`config.mk`:
```
export PLATFORM = sky130hd
export DESIGN_NAME = nes_oam_dma_flat
export DESIGN_NICKNAME = d
export VERILOG_FILES = /design/src/rtl/nes_oam_dma_if.sv /design/src/rtl/nes_oam_dma.sv /design/src/flat_wrapper.sv
export SDC_FILE = /design/constraint.sdc
export NUM_CORES = 1
export LEC_CHECK = 0
export BUFFER_PORTS_ARGS = -buffer_cell sky130_fd_sc_hd__buf_2
export CAP_MARGIN = 20
export CORE_ASPECT_RATIO = 0.5
export CORE_MARGIN = 2
export CORE_UTILIZATION = 30
export DETAILED_ROUTE_END_ITERATION = 12
export PLACE_DENSITY_LB_ADDON = 0.12
export SETUP_SLACK_MARGIN = 0.1
export SLEW_MARGIN = 20
export SYNTH_ARGS = -nofsm -noshare
export SYNTH_HDL_FRONTEND = slang
export SYNTH_SLANG_ARGS = --single-unit
export TNS_END_PERCENT = 20
```
`constraint.sdc`:
```
create_clock -name clk -period 3.9 [get_ports clk]
set_clock_uncertainty 0.05 [all_clocks]
set_input_delay 0.39 -clock clk [delete_from_list [all_inputs] [get_ports clk]]
set_output_delay 0.39 -clock clk [all_outputs]
set_load 0.05 [all_outputs]
```
`src/rtl/nes_oam_dma_if.sv`:
```
// CPU-side and system-bus-side signals of the sprite DMA / bus master mux.
// master: the DMA block itself; slave: the CPU + bus environment around it.
interface nes_oam_dma_if #(
  parameter int unsigned ADDR_W = 16,
  parameter int unsigned DATA_W = 8
);
  logic [ADDR_W-1:0] cpu_addr;
  logic [DATA_W-1:0] cpu_wdata;
  logic              cpu_rw_n;
  logic [DATA_W-1:0] cpu_rdata;
  logic              cpu_rdy;
  logic [ADDR_W-1:0] bus_addr;
  logic [DATA_W-1:0] bus_wdata;
  logic              bus_rw_n;
  logic [DATA_W-1:0] bus_rdata;
  logic              dma_busy;

  modport master (
    input  cpu_addr, cpu_wdata, cpu_rw_n, bus_rdata,
    output cpu_rdata, cpu_rdy, bus_addr, bus_wdata, bus_rw_n, dma_busy
  );

  modport slave (
    output cpu_addr, cpu_wdata, cpu_rw_n, bus_rdata,
    input  cpu_rdata, cpu_rdy, bus_addr, bus_wdata, bus_rw_n, dma_busy
  );
endinterface

```
`src/rtl/nes_oam_dma.sv`:
```
// Sprite OAM DMA engine: halts the CPU and copies one page to the PPU OAM data
// port with NES read/write cycle parity; transparent CPU<->bus mux when idle.
module nes_oam_dma #(
  parameter int unsigned       ADDR_W        = 16,
  parameter int unsigned       DATA_W        = 8,
  parameter logic [ADDR_W-1:0] DMA_REG_ADDR  = 16'h4014,
  parameter logic [ADDR_W-1:0] OAM_DATA_ADDR = 16'h2004,
  parameter int unsigned       XFER_LEN      = 256
) (
  input logic           clk,
  input logic           rst_n,
  nes_oam_dma_if.master io
);
  localparam int unsigned PAGE_W   = ADDR_W - 8;
  localparam int unsigned IDX_W    = 9;
  localparam logic [IDX_W-1:0] LAST_IDX = IDX_W'(XFER_LEN - 1);

  typedef enum logic [2:0] {
    IDLE  = 3'd0,
    HALT  = 3'd1,
    ALIGN = 3'd2,
    READ  = 3'd3,
    WRITE = 3'd4
  } state_t;

  state_t            state, state_nxt;
  logic              cyc_odd;
  logic              busy_q;
  logic [PAGE_W-1:0] page, page_nxt;
  logic [IDX_W-1:0]  idx, idx_nxt;
  logic [DATA_W-1:0] dbuf, dbuf_nxt;

  // State, parity and transfer registers; busy is registered from next state.
  always_ff @(posedge clk or negedge rst_n) begin
    if (!rst_n) begin
      state   <= IDLE;
      cyc_odd <= 1'b0;
      busy_q  <= 1'b0;
      page    <= '0;
      idx     <= '0;
      dbuf    <= '0;
    end else begin
      state   <= state_nxt;
      cyc_odd <= ~cyc_odd;
      busy_q  <= (state_nxt != IDLE);
      page    <= page_nxt;
      idx     <= idx_nxt;
      dbuf    <= dbuf_nxt;
    end
  end

  // Next-state logic and bus mux; HALT/ALIGN turn any CPU access into a dummy read.
  always_comb begin
    state_nxt    = state;
    page_nxt     = page;
    idx_nxt      = idx;
    dbuf_nxt     = dbuf;
    io.bus_addr  = io.cpu_addr;
    io.bus_wdata = io.cpu_wdata;
    io.bus_rw_n  = io.cpu_rw_n;

    unique case (state)
      IDLE: begin
        if (!io.cpu_rw_n && (io.cpu_addr == DMA_REG_ADDR)) begin
          page_nxt  = PAGE_W'(io.cpu_wdata);
          idx_nxt   = '0;
          state_nxt = HALT;
        end
      end
      HALT: begin
        io.bus_rw_n = 1'b1;
        state_nxt   = cyc_odd ? READ : ALIGN;
      end
      ALIGN: begin
        io.bus_rw_n = 1'b1;
        state_nxt   = READ;
      end
      READ: begin
        io.bus_addr  = {page, idx[7:0]};
        io.bus_wdata = dbuf;
        io.bus_rw_n  = 1'b1;
        dbuf_nxt     = io.bus_rdata;
        state_nxt    = WRITE;
      end
      WRITE: begin
        io.bus_addr  = OAM_DATA_ADDR;
        io.bus_wdata = dbuf;
        io.bus_rw_n  = 1'b0;
        if (idx == LAST_IDX) begin
          state_nxt = IDLE;
        end else begin
          idx_nxt   = idx + IDX_W'(1);
          state_nxt = READ;
        end
      end
      default: state_nxt = IDLE;
    endcase
  end

  assign io.cpu_rdata = io.bus_rdata;
  assign io.cpu_rdy   = ~busy_q;
  assign io.dma_busy  = busy_q;

endmodule

```
`src/flat_wrapper.sv`:
```
// flat-port wrapper written by rule: the top's interface ports become plain ports
module nes_oam_dma_flat 
#(
  parameter int unsigned       ADDR_W        = 16,
  parameter int unsigned       DATA_W        = 8,
  parameter logic [ADDR_W-1:0] DMA_REG_ADDR  = 16'h4014,
  parameter logic [ADDR_W-1:0] OAM_DATA_ADDR = 16'h2004,
  parameter int unsigned       XFER_LEN      = 256
)
  (clk, rst_n, io_cpu_addr, io_cpu_wdata, io_cpu_rw_n, io_bus_rdata, io_cpu_rdata, io_cpu_rdy, io_bus_addr, io_bus_wdata, io_bus_rw_n, io_dma_busy);
  nes_oam_dma_if #(.ADDR_W(ADDR_W), .DATA_W(DATA_W)) io_i ();
  input logic clk;
  input logic rst_n;
  input wire logic [$bits(io_i.cpu_addr)-1:0] io_cpu_addr;
  input wire logic [$bits(io_i.cpu_wdata)-1:0] io_cpu_wdata;
  input wire logic [$bits(io_i.cpu_rw_n)-1:0] io_cpu_rw_n;
  input wire logic [$bits(io_i.bus_rdata)-1:0] io_bus_rdata;
  output wire logic [$bits(io_i.cpu_rdata)-1:0] io_cpu_rdata;
  output wire logic [$bits(io_i.cpu_rdy)-1:0] io_cpu_rdy;
  output wire logic [$bits(io_i.bus_addr)-1:0] io_bus_addr;
  output wire logic [$bits(io_i.bus_wdata)-1:0] io_bus_wdata;
  output wire logic [$bits(io_i.bus_rw_n)-1:0] io_bus_rw_n;
  output wire logic [$bits(io_i.dma_busy)-1:0] io_dma_busy;
  assign io_i.cpu_addr = io_cpu_addr;
  assign io_i.cpu_wdata = io_cpu_wdata;
  assign io_i.cpu_rw_n = io_cpu_rw_n;
  assign io_i.bus_rdata = io_bus_rdata;
  assign io_cpu_rdata = io_i.cpu_rdata;
  assign io_cpu_rdy = io_i.cpu_rdy;
  assign io_bus_addr = io_i.bus_addr;
  assign io_bus_wdata = io_i.bus_wdata;
  assign io_bus_rw_n = io_i.bus_rw_n;
  assign io_dma_busy = io_i.dma_busy;
  nes_oam_dma #(.ADDR_W(ADDR_W), .DATA_W(DATA_W), .DMA_REG_ADDR(DMA_REG_ADDR), .OAM_DATA_ADDR(OAM_DATA_ADDR), .XFER_LEN(XFER_LEN)) u_core (.clk(clk), .rst_n(rst_n), .io(io_i));
endmodule
```
==> results.md <==
Final layout:
- The final-stage net count is 255.
- The layout overhead on the synthesized area is 26.51%.
- The number of inserted diodes is 0.
- The share of final-layout standard cells stronger than drive strength 1 is 47.25%.

Clock tree:
- After clock tree synthesis, the flow added hold-fix buffers numbering 0.
- Post-CTS repair changed the size of 0 cells.
- The H-tree depth is 2.
- The clock insertion delay at the later pin of the skew report is ~0.28 ns.
- The post-CTS setup buffer count is 0.
- TritonCTS built the clock tree.
- The clock input transition at the sequential cells of the worst setup and hold paths is 0.06 ns.
- The root buffer cell is sky130_fd_sc_hd__clkbuf_8.
- Counting the buffers created by CTS gives 5.
- The TritonCTS sink count is 30.
- Counting along the longest clock path gives a buffer depth of 2.

Floorplanning:
- The I/O pin count is 70.
- In this run the standard cell core region covers between 5000 and 6000 um^2.
- The floorplan step set the die width to roughly 110 um.
- The full die area is between 6000 and 7000 um^2.
- For this configuration, the core starts out at a cell density of 30.66%.
- The vertical die dimension is approximately 57 um.
- The row count is 19.

Placed design:
- The worst setup slack before clock tree synthesis is approximately 1.4 ns.
- In this run the tool buffered the top-level ports with 69 buffer cells.
- The weighted congestion at the end of routability-driven global placement is just under 0.8.
- The half-perimeter wire length of the detailed placement result is about 3.2 mm.

Synth:
- In this run the biggest area consumer among cell types represents between 40% and 50% of the synthesized area.
- In this run the mean area of a mapped cell was roughly 11 um^2.
- The Yosys step of the flow raised 0 warnings.
- In the post-synthesis netlist, the biggest area contributors are sky130_fd_sc_hd__dfrtp_1 (45%), sky130_fd_sc_hd__mux2_2 (16%), sky130_fd_sc_hd__a22o_1 (7.4%).
- Counting flops and latches in the post-synthesis netlist gives 30.
- The synthesized net count is between 150 and 200.
- The portion of the post-synthesis area used by sequential elements is 45.18%.
- The biggest area consumer among synthesized cells is sky130_fd_sc_hd__dfrtp_1.
- The distinct cell type count of the synthesized netlist is 35.
- The synthesized instance count is 156.
- In this run the cell area of the synthesized design comes to between 1500 and 2000 um^2.

Timing:
- The total count of max-transition violations in the final report came to 0.
- After layout, the minimum clock period comes to between 2 and 3 ns.
- The number of hold violations in the final report is 0.
- The part of the cycle the worst path needs is slightly above 70%.
- In the final timing run, aggregate negative setup slack is 0 ns.
- Setup repair after global routing left no endpoint under its margin.
- At the pin with the least slew margin, the transition time is 0.7016 ns.
- Setup violations remaining at the end of the flow were counted as 0.
- Static timing analysis puts the maximum clock frequency at 0.3547 GHz.
- Across all setup checks in the final design, the least slack found is around 1.1 ns.
- The worst slew slack as a fraction of its limit is a little over half.

GRT:
- The total routing resource utilization after global routing is about 15%.
- The first global-routing pass estimated approximately 6.9 mm of wire.
- The initial antenna violation count is 0.
- The global route total overflow is 0.
- The number of global-route vias before repair is 1376.
- Entering global routing, the biggest net connects 31 pins.

Routing:
- Using the TritonRoute via totals, the vias-per-cell ratio works out to 4.801.
- The post-detailed-routing wire length is about 4.2 mm.
- After the first detailed-routing iteration, the DRC count stood at 22.
- Dividing the detail-routed wire length by the instance count gives 14.46 um.
- The count of nets left with antenna violations once routing finished came out at 0.
- Across all layers, the routed design uses ~1400 vias.
- The first detailed-routing pass took 4 iterations.
- In the routed design, unresolved DRC markers number 0.

Critical path:
- The critical path in this run is classified as flip-flop to output port.
- For the worst flop-to-flop path, the logic depth is 8.
- Data on the critical path arrives at its endpoint at between 2 and 2.5 ns.
- The worst setup path is captured at an output port.
- The critical path starts at u_core.state[2].
- The largest fanout on the critical path is 13.
- The worst setup path is launched from a flip-flop.
- The endpoint identified for the worst register-to-register timing path is u_core.idx[6].
- The critical register-to-register path startpoint is u_core.idx[0].
- For the worst setup path, the data required time is 3.46 ns.
- Across all register-to-register paths, the minimum setup slack is about 1.4 ns.

Pwr:
- VDD sags by at most 284.4 uV.
- In this run the power density over the cells is between 800 and 900 nW/um^2.
- The leakage dissipation is about 1.0 nW.

Min path:
- The tightest min-delay check is of the input port to asynchronous set/reset pin type.

Outcome:
- The run finished with clean final reports.

Run:
- The max-cap violation count is 0.
-- stage by stage --
stage                     total power [mW]  instances  util [%]  hold WS, ns  cell area (um^2)
final                                1.723        291     38.78       0.1071              2102
after global routing                 1.834        291     38.78       0.1555              2102
after CTS                            1.744        291     38.78       0.1302              2102
after detailed placement             1.502        284     37.37       0.3749              2026
after global placement               1.502        284     37.37       0.3643              2026
after floorplan                      1.283        156         -      0.04441              1662
-- routing by layer --
metal / share of wire [%] / track usage, % / vias up
li1: - / - / 683
met1: 47 / 19.23 / 684
met2: 48 / 23.43 / 25
met3: 3.5 / 4.181 / 5
met4: 1.3 / 5.425 / 0
met5: 0 / 0 / -
-- cell families (layout without fill, tap and decap cells) --
| family | Yosys count | after routing | synth area share, % |
|---|---|---|---|
| DFF | 30 | 30 | 45.18 |
| buffers and inverters | 25 | 87 | 7.756 |
| AOI/OAI and AO/OA | 30 | 30 | 13.40 |
| muxes | 26 | 26 | 17.47 |
| adders and majority gates | 2 | 2 | 1.506 |
| xor gates and xnor gates | 4 | 4 | 2.109 |
| and+or+nand+nor | 39 | 39 | 12.58 |
-- how the worst max path moves through the flow --
stage	end
finish	io_bus_wdata[0]
global placement	io_bus_wdata[0]
floorplan	io_bus_addr[13]
detailed placement	io_bus_wdata[2]
global route	io_bus_wdata[2]
CTS	io_bus_wdata[2]
-- worst max-delay path, cell delays in order (launching register included) --
cell                      delay, ns
sky130_fd_sc_hd__dfrtp_1       0.58
sky130_fd_sc_hd__and3b_1       0.26
sky130_fd_sc_hd__a21oi_2       0.40
sky130_fd_sc_hd__buf_4         0.30
sky130_fd_sc_hd__mux2_2        0.35
sky130_fd_sc_hd__buf_2         0.21
-- power by group --
part	internal [mW]	total [mW]	leakage, nW	switching [mW]
Clock	0.123	0.236	0.0383	0.114
Combinational	0.312	0.960	0.645	0.647
Sequential	0.418	0.527	0.365	0.109
-- sequential cells by signal (all words and copies together), names as in the netlist --
name / count
u_core.idx: 9
u_core.cyc_odd: 1
u_core.io.dma_busy: 1
u_core.dbuf: 8
u_core.state: 3
u_core.page: 8
-- final cells by class --
cell class	instances	area, um^2
clock buffer	7	76.32
fill	580	3318
inverter	8	30.03
multi-input combinational	101	785.8
sequential	30	750.7
tap	73	91.34
timing repair buffer	72	367.9
-- cell usage after synthesis --
cell type	count
sky130_fd_sc_hd__a211o_1	1
sky130_fd_sc_hd__and3b_1	1
sky130_fd_sc_hd__a221o_1	1
sky130_fd_sc_hd__buf_2	4
sky130_fd_sc_hd__nand2_1	7
sky130_fd_sc_hd__nand2b_1	2
sky130_fd_sc_hd__xnor2_1	2
sky130_fd_sc_hd__dfrtp_1	30
sky130_fd_sc_hd__mux2_1	1
sky130_fd_sc_hd__nor2_1	11
sky130_fd_sc_hd__or4_1	1
sky130_fd_sc_hd__buf_4	8
sky130_fd_sc_hd__or4b_1	1
sky130_fd_sc_hd__clkbuf_1	3
sky130_fd_sc_hd__mux2i_1	2
sky130_fd_sc_hd__xor2_1	2
sky130_fd_sc_hd__ha_1	2
sky130_fd_sc_hd__o21a_1	1
sky130_fd_sc_hd__nor4bb_1	1
sky130_fd_sc_hd__o22ai_1	3
sky130_fd_sc_hd__a22o_1	14
sky130_fd_sc_hd__o21bai_1	2
sky130_fd_sc_hd__nor3_1	2
sky130_fd_sc_hd__o21ai_0	3
sky130_fd_sc_hd__nor2_2	1
sky130_fd_sc_hd__mux2_2	23
sky130_fd_sc_hd__nand3_1	4
sky130_fd_sc_hd__nor4_1	2
sky130_fd_sc_hd__inv_1	8
sky130_fd_sc_hd__nor4b_1	2
sky130_fd_sc_hd__a21oi_1	5
sky130_fd_sc_hd__or2_2	1
sky130_fd_sc_hd__nand4_1	2
sky130_fd_sc_hd__nor3b_1	1
sky130_fd_sc_hd__buf_1	2
-- cell usage in the layout, fill, tap and decap left out, types with 3 or more instances in the layout --
cell type                  instances
sky130_fd_sc_hd__buf_2            69
sky130_fd_sc_hd__dfrtp_1          30
sky130_fd_sc_hd__mux2_2           23
sky130_fd_sc_hd__a22o_1           14
sky130_fd_sc_hd__nor2_1           11
sky130_fd_sc_hd__inv_1             8
sky130_fd_sc_hd__nand2_1           7
sky130_fd_sc_hd__clkbuf_8          5
sky130_fd_sc_hd__nand3_1           4
sky130_fd_sc_hd__a21oi_1           4
sky130_fd_sc_hd__o21ai_0           3
sky130_fd_sc_hd__o22ai_1           3
sky130_fd_sc_hd__buf_4             3
(Power assumes the default switching activity.)
